--- src/rtl/plru_way_alloc_pkg.sv ---
// Shared types and tree-indexing helper for the PLRU way allocator.
package plru_way_alloc_pkg;

   typedef enum logic [1:0] {
      IDLE  = 2'd0,
      RESP  = 2'd1,
      FLUSH = 2'd2
   } state_e;

   // Heap index of the node at depth 'level' on the root-to-'way' path.
   function automatic int node_idx(input int level, input int way, input int idx_w);
      return (1 << level) - 1 + (way >> (idx_w - level));
   endfunction

endpackage

--- src/rtl/plru_lock_sel.sv ---
// Victim selection: lowest invalid unlocked way first, else a lock-aware PLRU walk.
// Purely combinational; o_cand is low when every way is locked.
module plru_lock_sel #(
   parameter  int NumWays = 8,
   localparam int IdxW    = $clog2(NumWays)
) (
   input  logic [NumWays-2:0] i_tree,
   input  logic [NumWays-1:0] i_valid,
   input  logic [NumWays-1:0] i_lock,
   output logic [NumWays-1:0] o_way,
   output logic [IdxW-1:0]    o_idx,
   output logic               o_evict,
   output logic               o_cand
);

   always_comb begin
      logic [2*NumWays-2:0] lk;
      logic                 found;
      logic                 go_r;
      int                   free_w;
      int                   n;
      int                   nn;

      lk     = '0;
      found  = 1'b0;
      go_r   = 1'b0;
      free_w = 0;
      n      = 0;
      nn     = 0;

      // lk[k] is set when every way under heap node k is locked.
      for (int w = 0; w < NumWays; w++) begin
         lk[NumWays-1+w] = i_lock[w];
      end
      for (int k = NumWays-2; k >= 0; k--) begin
         lk[k] = lk[2*k+1] & lk[2*k+2];
      end

      for (int w = 0; w < NumWays; w++) begin
         if (!found && !i_valid[w] && !i_lock[w]) begin
            found  = 1'b1;
            free_w = w;
         end
      end

      for (int l = 0; l < IdxW; l++) begin
         nn = n;
         for (int k = 0; k < NumWays-1; k++) begin
            if (k == n) begin
               go_r = i_tree[k] ? !lk[2*k+2] : lk[2*k+1];
               nn   = 2*k + 1 + (go_r ? 1 : 0);
            end
         end
         n = nn;
      end

      o_cand  = !lk[0];
      o_evict = !found;
      o_idx   = found ? IdxW'(free_w) : IdxW'(n - (NumWays-1));
      o_way   = '0;
      for (int w = 0; w < NumWays; w++) begin
         if (IdxW'(w) == o_idx) o_way[w] = 1'b1;
      end
   end

endmodule

--- src/rtl/plru_way_alloc.sv ---
// PLRU way allocator: accept in cycle N gives a response in N+1, one per cycle back-to-back.
// Response held until alloc_rsp_ready_i; requests are refused while all ways are locked or a flush is due.
module plru_way_alloc
   import plru_way_alloc_pkg::*;
#(
   parameter  int NumWays = 8,
   localparam int IdxW    = $clog2(NumWays)
) (
   input  logic               clk_i,
   input  logic               rst_ni,
   input  logic               flush_i,
   input  logic               alloc_req_valid_i,
   output logic               alloc_req_ready_o,
   output logic               alloc_rsp_valid_o,
   input  logic               alloc_rsp_ready_i,
   output logic [NumWays-1:0] alloc_way_o,
   output logic [IdxW-1:0]    alloc_idx_o,
   output logic               alloc_evict_o,
   input  logic               hit_valid_i,
   input  logic [NumWays-1:0] hit_way_i,
   input  logic               inval_valid_i,
   input  logic [NumWays-1:0] inval_way_i,
   input  logic [NumWays-1:0] lock_i,
   output logic [NumWays-1:0] valid_o,
   output logic               busy_o
);

   state_e             r_state, w_state_nxt;
   logic [NumWays-2:0] r_tree, w_tree_nxt;
   logic [NumWays-1:0] r_valid, w_valid_nxt;
   logic               r_flush_pend;
   logic [NumWays-1:0] r_way;
   logic [IdxW-1:0]    r_idx;
   logic               r_evict;

   logic [NumWays-1:0] w_sel_way;
   logic [IdxW-1:0]    w_sel_idx;
   logic               w_sel_evict;
   logic               w_sel_cand;
   logic               w_accept;
   logic               w_rsp_hs;
   logic               w_hit_ok;
   logic [IdxW-1:0]    w_hit_idx;

   plru_lock_sel #(.NumWays(NumWays)) u_sel (
      .i_tree  (r_tree),
      .i_valid (r_valid),
      .i_lock  (lock_i),
      .o_way   (w_sel_way),
      .o_idx   (w_sel_idx),
      .o_evict (w_sel_evict),
      .o_cand  (w_sel_cand)
   );

   // Point every node on the path to idx away from it.
   function automatic logic [NumWays-2:0] touch(input logic [NumWays-2:0] tree,
                                                input logic [IdxW-1:0]    idx);
      logic [NumWays-2:0] t;
      t = tree;
      for (int l = 0; l < IdxW; l++) begin
         for (int k = 0; k < NumWays-1; k++) begin
            if (k == node_idx(l, int'(idx), IdxW)) t[k] = ~idx[IdxW-1-l];
         end
      end
      return t;
   endfunction

   always_comb begin
      w_hit_idx = '0;
      for (int w = 0; w < NumWays; w++) begin
         if (hit_way_i[w]) w_hit_idx = IdxW'(w);
      end
   end

   assign w_hit_ok = hit_valid_i && |(hit_way_i & r_valid);
   assign w_accept = alloc_req_valid_i && alloc_req_ready_o;
   assign w_rsp_hs = alloc_rsp_valid_o && alloc_rsp_ready_i;

   always_ff @(posedge clk_i or negedge rst_ni) begin
      if (!rst_ni) r_state <= IDLE;
      else         r_state <= w_state_nxt;
   end

   always_comb begin
      w_state_nxt = r_state;
      case (r_state)
         IDLE: begin
            if (flush_i)       w_state_nxt = FLUSH;
            else if (w_accept) w_state_nxt = RESP;
         end
         RESP: begin
            if (w_rsp_hs) begin
               if (r_flush_pend || flush_i) w_state_nxt = FLUSH;
               else if (w_accept)           w_state_nxt = RESP;
               else                         w_state_nxt = IDLE;
            end
         end
         FLUSH:   w_state_nxt = IDLE;
         default: w_state_nxt = IDLE;
      endcase
   end

   always_comb begin
      alloc_req_ready_o = 1'b0;
      alloc_rsp_valid_o = 1'b0;
      busy_o            = 1'b0;
      case (r_state)
         IDLE: alloc_req_ready_o = w_sel_cand && !flush_i;
         RESP: begin
            alloc_rsp_valid_o = 1'b1;
            alloc_req_ready_o = alloc_rsp_ready_i && w_sel_cand && !r_flush_pend && !flush_i;
         end
         FLUSH:   busy_o = 1'b1;
         default: ;
      endcase
   end

   // Hit touch first so the allocation owns any shared nodes; allocation beats a same-way inval.
   always_comb begin
      w_tree_nxt  = r_tree;
      w_valid_nxt = r_valid;
      if (r_state == FLUSH) begin
         w_tree_nxt  = '0;
         w_valid_nxt = '0;
      end else begin
         if (w_hit_ok)      w_tree_nxt  = touch(w_tree_nxt, w_hit_idx);
         if (inval_valid_i) w_valid_nxt = w_valid_nxt & ~inval_way_i;
         if (w_accept) begin
            w_tree_nxt  = touch(w_tree_nxt, w_sel_idx);
            w_valid_nxt = w_valid_nxt | w_sel_way;
         end
      end
   end

   always_ff @(posedge clk_i or negedge rst_ni) begin
      if (!rst_ni) begin
         r_tree       <= '0;
         r_valid      <= '0;
         r_flush_pend <= 1'b0;
         r_way        <= '0;
         r_idx        <= '0;
         r_evict      <= 1'b0;
      end else begin
         r_tree  <= w_tree_nxt;
         r_valid <= w_valid_nxt;
         if (r_state == FLUSH)                r_flush_pend <= 1'b0;
         else if (r_state == RESP && flush_i) r_flush_pend <= 1'b1;
         if (w_accept) begin
            r_way   <= w_sel_way;
            r_idx   <= w_sel_idx;
            r_evict <= w_sel_evict;
         end
      end
   end

   assign alloc_way_o   = r_way;
   assign alloc_idx_o   = r_idx;
   assign alloc_evict_o = r_evict;
   assign valid_o       = r_valid;

`ifndef SYNTHESIS
   a_pow2: assert property (@(posedge clk_i)
      (NumWays >= 2) && ((NumWays & (NumWays-1)) == 0));
   a_hit_onehot: assert property (@(posedge clk_i) disable iff (!rst_ni)
      hit_valid_i |-> $onehot(hit_way_i));
   a_inval_onehot: assert property (@(posedge clk_i) disable iff (!rst_ni)
      inval_valid_i |-> $onehot(inval_way_i));
   a_rsp_stable: assert property (@(posedge clk_i) disable iff (!rst_ni)
      (alloc_rsp_valid_o && !alloc_rsp_ready_i) |=>
         (alloc_rsp_valid_o && $stable(alloc_way_o) && $stable(alloc_idx_o) && $stable(alloc_evict_o)));
`endif

endmodule

--- config.mk ---
export PLATFORM = sky130hd
export DESIGN_NAME = plru_way_alloc
export DESIGN_NICKNAME = d
export VERILOG_FILES = /design/src/rtl/plru_way_alloc_pkg.sv /design/src/rtl/plru_lock_sel.sv /design/src/rtl/plru_way_alloc.sv
export SDC_FILE = /design/constraint.sdc
export NUM_CORES = 1
export LEC_CHECK = 0
export ABC_CLOCK_PERIOD_IN_PS = 3300
export BUFFER_PORTS_ARGS = -buffer_cell sky130_fd_sc_hd__buf_2
export CORE_UTILIZATION = 54
export CTS_BUF_LIST = sky130_fd_sc_hd__clkbuf_4 sky130_fd_sc_hd__clkbuf_8
export CTS_CLUSTER_SIZE = 14
export DETAILED_ROUTE_END_ITERATION = 10
export PLACE_DENSITY = 0.83
export SLEW_MARGIN = 5
export SYNTH_ARGS = -nofsm -noshare
export SYNTH_HDL_FRONTEND = slang
export SYNTH_SLANG_ARGS = --single-unit
--- constraint.sdc ---
create_clock -name clk_i -period 3.3 [get_ports clk_i]
set_clock_uncertainty 0.15 [all_clocks]
set_input_delay 0.825 -clock clk_i [delete_from_list [all_inputs] [get_ports clk_i]]
set_output_delay 0.825 -clock clk_i [all_outputs]
set_load 0.01 [all_outputs]
==> impl_metrics.toml <==
[grt]
grt_max_degree = 31
antenna_found_initial = 0
grt_pass1_vias = 1706
grt_first_pass_wirelength_mm = 7.96
grt-ovfl-total = 0
grt_use_total_pct = 30.8

[worst_setup_path]
arrival_ns = 3.08
reg2reg_from = "r_tree[2]"
worstPathMaxFanout = 5
cp.required_ns = 3.38
rrSetupSlack_ns = 0.48
r2r_cells = 10
cp-end-kind = "flip-flop"
critPathKind = "primary input to flip-flop"
regToRegEndpoint = "r_tree[5]"
critPathLaunchType = "primary input"

[route]
dr.pass1.iters = 4
vias = 1915
wl_per_cell_microns = 16.2
routed_wl_mm = 5.13
drc = 0
ant_nets = 0
via_per_inst = 6.04
drt_iter0_markers = 132

[yosys]
syn-num-nets = 243
yosys.area.top_type = "dfrtp_1"
yosys_warnings = 0
seq_area_frac_synth_pct = 40.1
synth.top_cell.area_share_pct = 40.1
syn_avg_cell_area_sq_um = 8.88
synth_area_leaders = "dfrtp_1 40%, nand2_1 6.8%, o21ai_0 4.0%"
synth_cell_type_count = 51
netlist_instances = 211
synthFlopType = "dfrtp_1"
synth-edff-count = 0
syn_area_sq_um = 1870
async_flop_share_pct = 100
ys_ff_latch = 30

[placed_design]
place_area_sq_um = 2210
gp_congestion = 0.912
io_buffers = 53
dp_hpwl_mm = 3.97
dpl.cell_count = 309

[clock_tree]
clock_path_buffers = 2
cts_made_buffers = 5
post_cts_resize_count = 0
cts.sinks = 30
h-tree-depth = 2
cts_setup_buffers = 0
clk_pin_slew_ns = 0.10
cts_tree = "done"
cts-root-buf = "clkbuf_4"
clk-insertion-delay-late_ns = 0.34
ctsHoldBuffers = 0

[power]
leakage_nw = 1.14
p_comb_share_pct = 35.4
ir_drop_mv = 0.318
p_switching_uw = 399
powerDensity_nw_per_um2 = 490
power.share.sequential_pct = 43.2
power.internal_uw = 715
swShare_pct = 35.8
power.share.clock_pct = 21.4

[die]
initial_core_util_pct = 56.1
ios = 54
dieWidth_microns = 60.9
core_area_sq_um = 3340
row_count = 21
fp.dieH_microns = 60.9
dieArea_sq_um = 3710

[min_path]
hold_path_class = "flip-flop to flip-flop"
hold_depth = 2
worstHoldEndpoint = "alloc_way_o[3]"
min_from = "alloc_way_o[3]"

[timing]
rsz0062_at_grt = "false"
max_freq_mhz = 333
setup_tns_ns = 0
holdWs_ns = 0.336
finalMaxSlewViolations = 0
slew-limit-headroom_pct = 54.2
worst_pin_slew_ns = 0.679
final-hold-violation-count = 0
final.period_utilization_pct = 90.9
setup_viol = 0
min_period_ns = 3.00

[outcome]
status = "finished, final reports clean"

[finish]
diodes = 0
final_cell_area_sq_um = 2270
final_util_pct = 68.2
drive_gt1_share_pct = 29.2
nNetsFinal = 302
layout.cells.non_filler = 317
fillers = 301
area_growth_pct = 21.4

[flow_run]
drv_cap = 0
-- sequential cells by signal, indices dropped and copies added, names as in the netlist --
register       flops
alloc_way_o        8
valid_o            8
r_tree             7
alloc_idx_o        3
r_state            2
alloc_evict_o      1
r_flush_pend       1
-- cells in the final DEF (no fill, tap or decap), types with 3 or more instances in the layout --
| cell type | instances |
|---|---|
| a211oi_1 | 3 |
| a21boi_0 | 3 |
| a21o_1 | 5 |
| a21oi_1 | 10 |
| a22oi_1 | 4 |
| buf_2 | 53 |
| buf_4 | 5 |
| clkbuf_4 | 6 |
| dfrtp_1 | 30 |
| inv_1 | 7 |
| mux2i_1 | 3 |
| nand2_1 | 34 |
| nand2b_1 | 7 |
| nand3_1 | 7 |
| nor2_1 | 16 |
| nor2b_1 | 3 |
| nor3_1 | 6 |
| o211ai_1 | 6 |
| o21ai_0 | 15 |
| o22ai_1 | 3 |
-- power groups by stage --
stage | clock (mW) | combinational, mW | sequential [mW]
after detailed placement | 0 | 0.391 | 0.486
final | 0.238 | 0.395 | 0.481
after CTS | 0.244 | 0.394 | 0.479
after global routing | 0.263 | 0.435 | 0.487
after global placement | 0 | 0.381 | 0.484
after floorplan | 0 | 0.247 | 0.487
-- worst max-delay path by stage --
stage	startpoint	end	slack (ns)	cells past startpoint
final	lock_i[4]	r_tree[5]	0.30	11
after floorplan	lock_i[2]	r_tree[1]	0.35	9
after CTS	lock_i[4]	r_tree[5]	0.33	11
after global routing	lock_i[4]	alloc_way_o[5]	0.07	11
after global placement	lock_i[4]	r_tree[2]	0.06	11
after detailed placement	lock_i[4]	r_tree[5]	-0.03	11
-- logic make-up after synthesis --
group | Yosys count | synth area share [%]
and+or+nand+nor | 84 | 21.4
AOI/OAI and AO/OA | 76 | 29.7
DFF | 30 | 40.1
buffers and inverters | 13 | 2.61
muxes | 7 | 5.61
adders and majority gates | 1 | 0.668
-- critical path, stage by stage --
cell	delay (ns)
buf_2	0.13
a21boi_0	0.14
or3_1	0.41
a21oi_1	0.14
o21bai_1	0.14
ha_1	0.26
o21ai_0	0.26
a21oi_1	0.14
nor3_1	0.28
nand2_1	0.20
mux2i_1	0.16
-- synth_stat cells, types with 2 or more instances --
cell and instances:
clkbuf_1 5, o22ai_1 3, mux2i_4 2, a21boi_0 3, or3_1 2, o211ai_1 6, o31a_1 2, nor2_1 16
a22oi_1 4, dfrtp_1 30, mux2i_1 3, nand3_1 7, inv_1 7, a32oi_1 2, nor3_1 6, a31oi_1 2
a21o_1 5, nor2b_1 3, a21oi_1 10, mux2_4 2, nand2_1 34, a221o_1 2, o22a_1 2, a211oi_1 3
o21ai_1 2, nand2b_1 7, or2_2 2, nand4_1 2, o21ai_0 15
-- stage by stage --
step / setup slack, ns / power [mW]
floorplan: 0.346 / 0.734
global placement: 0.0563 / 0.865
detailed placement: -0.0342 / 0.877
CTS: 0.335 / 1.12
global route: 0.0689 / 1.19
finish: 0.301 / 1.11
-- cell type report --
type                    instances  area [sq um]  share of cell area [%]
multi-input cells             168          1070                    47.2
flip-flops and latches         30           751                    33.0
repair buffers                 58           303                    13.3
clock buffers                   7          58.8                    2.59
well taps                      46          57.6                    2.53
inverters                       7          26.3                    1.16
clock inverters                 1          5.00                   0.220
-- per-layer routing --
layer	track usage (%)	up-vias	share of wire (%)
met5	0	-	0
met2	48.0	64	47
li1	-	908	-
met4	15.3	0	2.7
met3	7.46	15	6.6
met1	40.2	928	44
(Power assumes the default switching activity.)
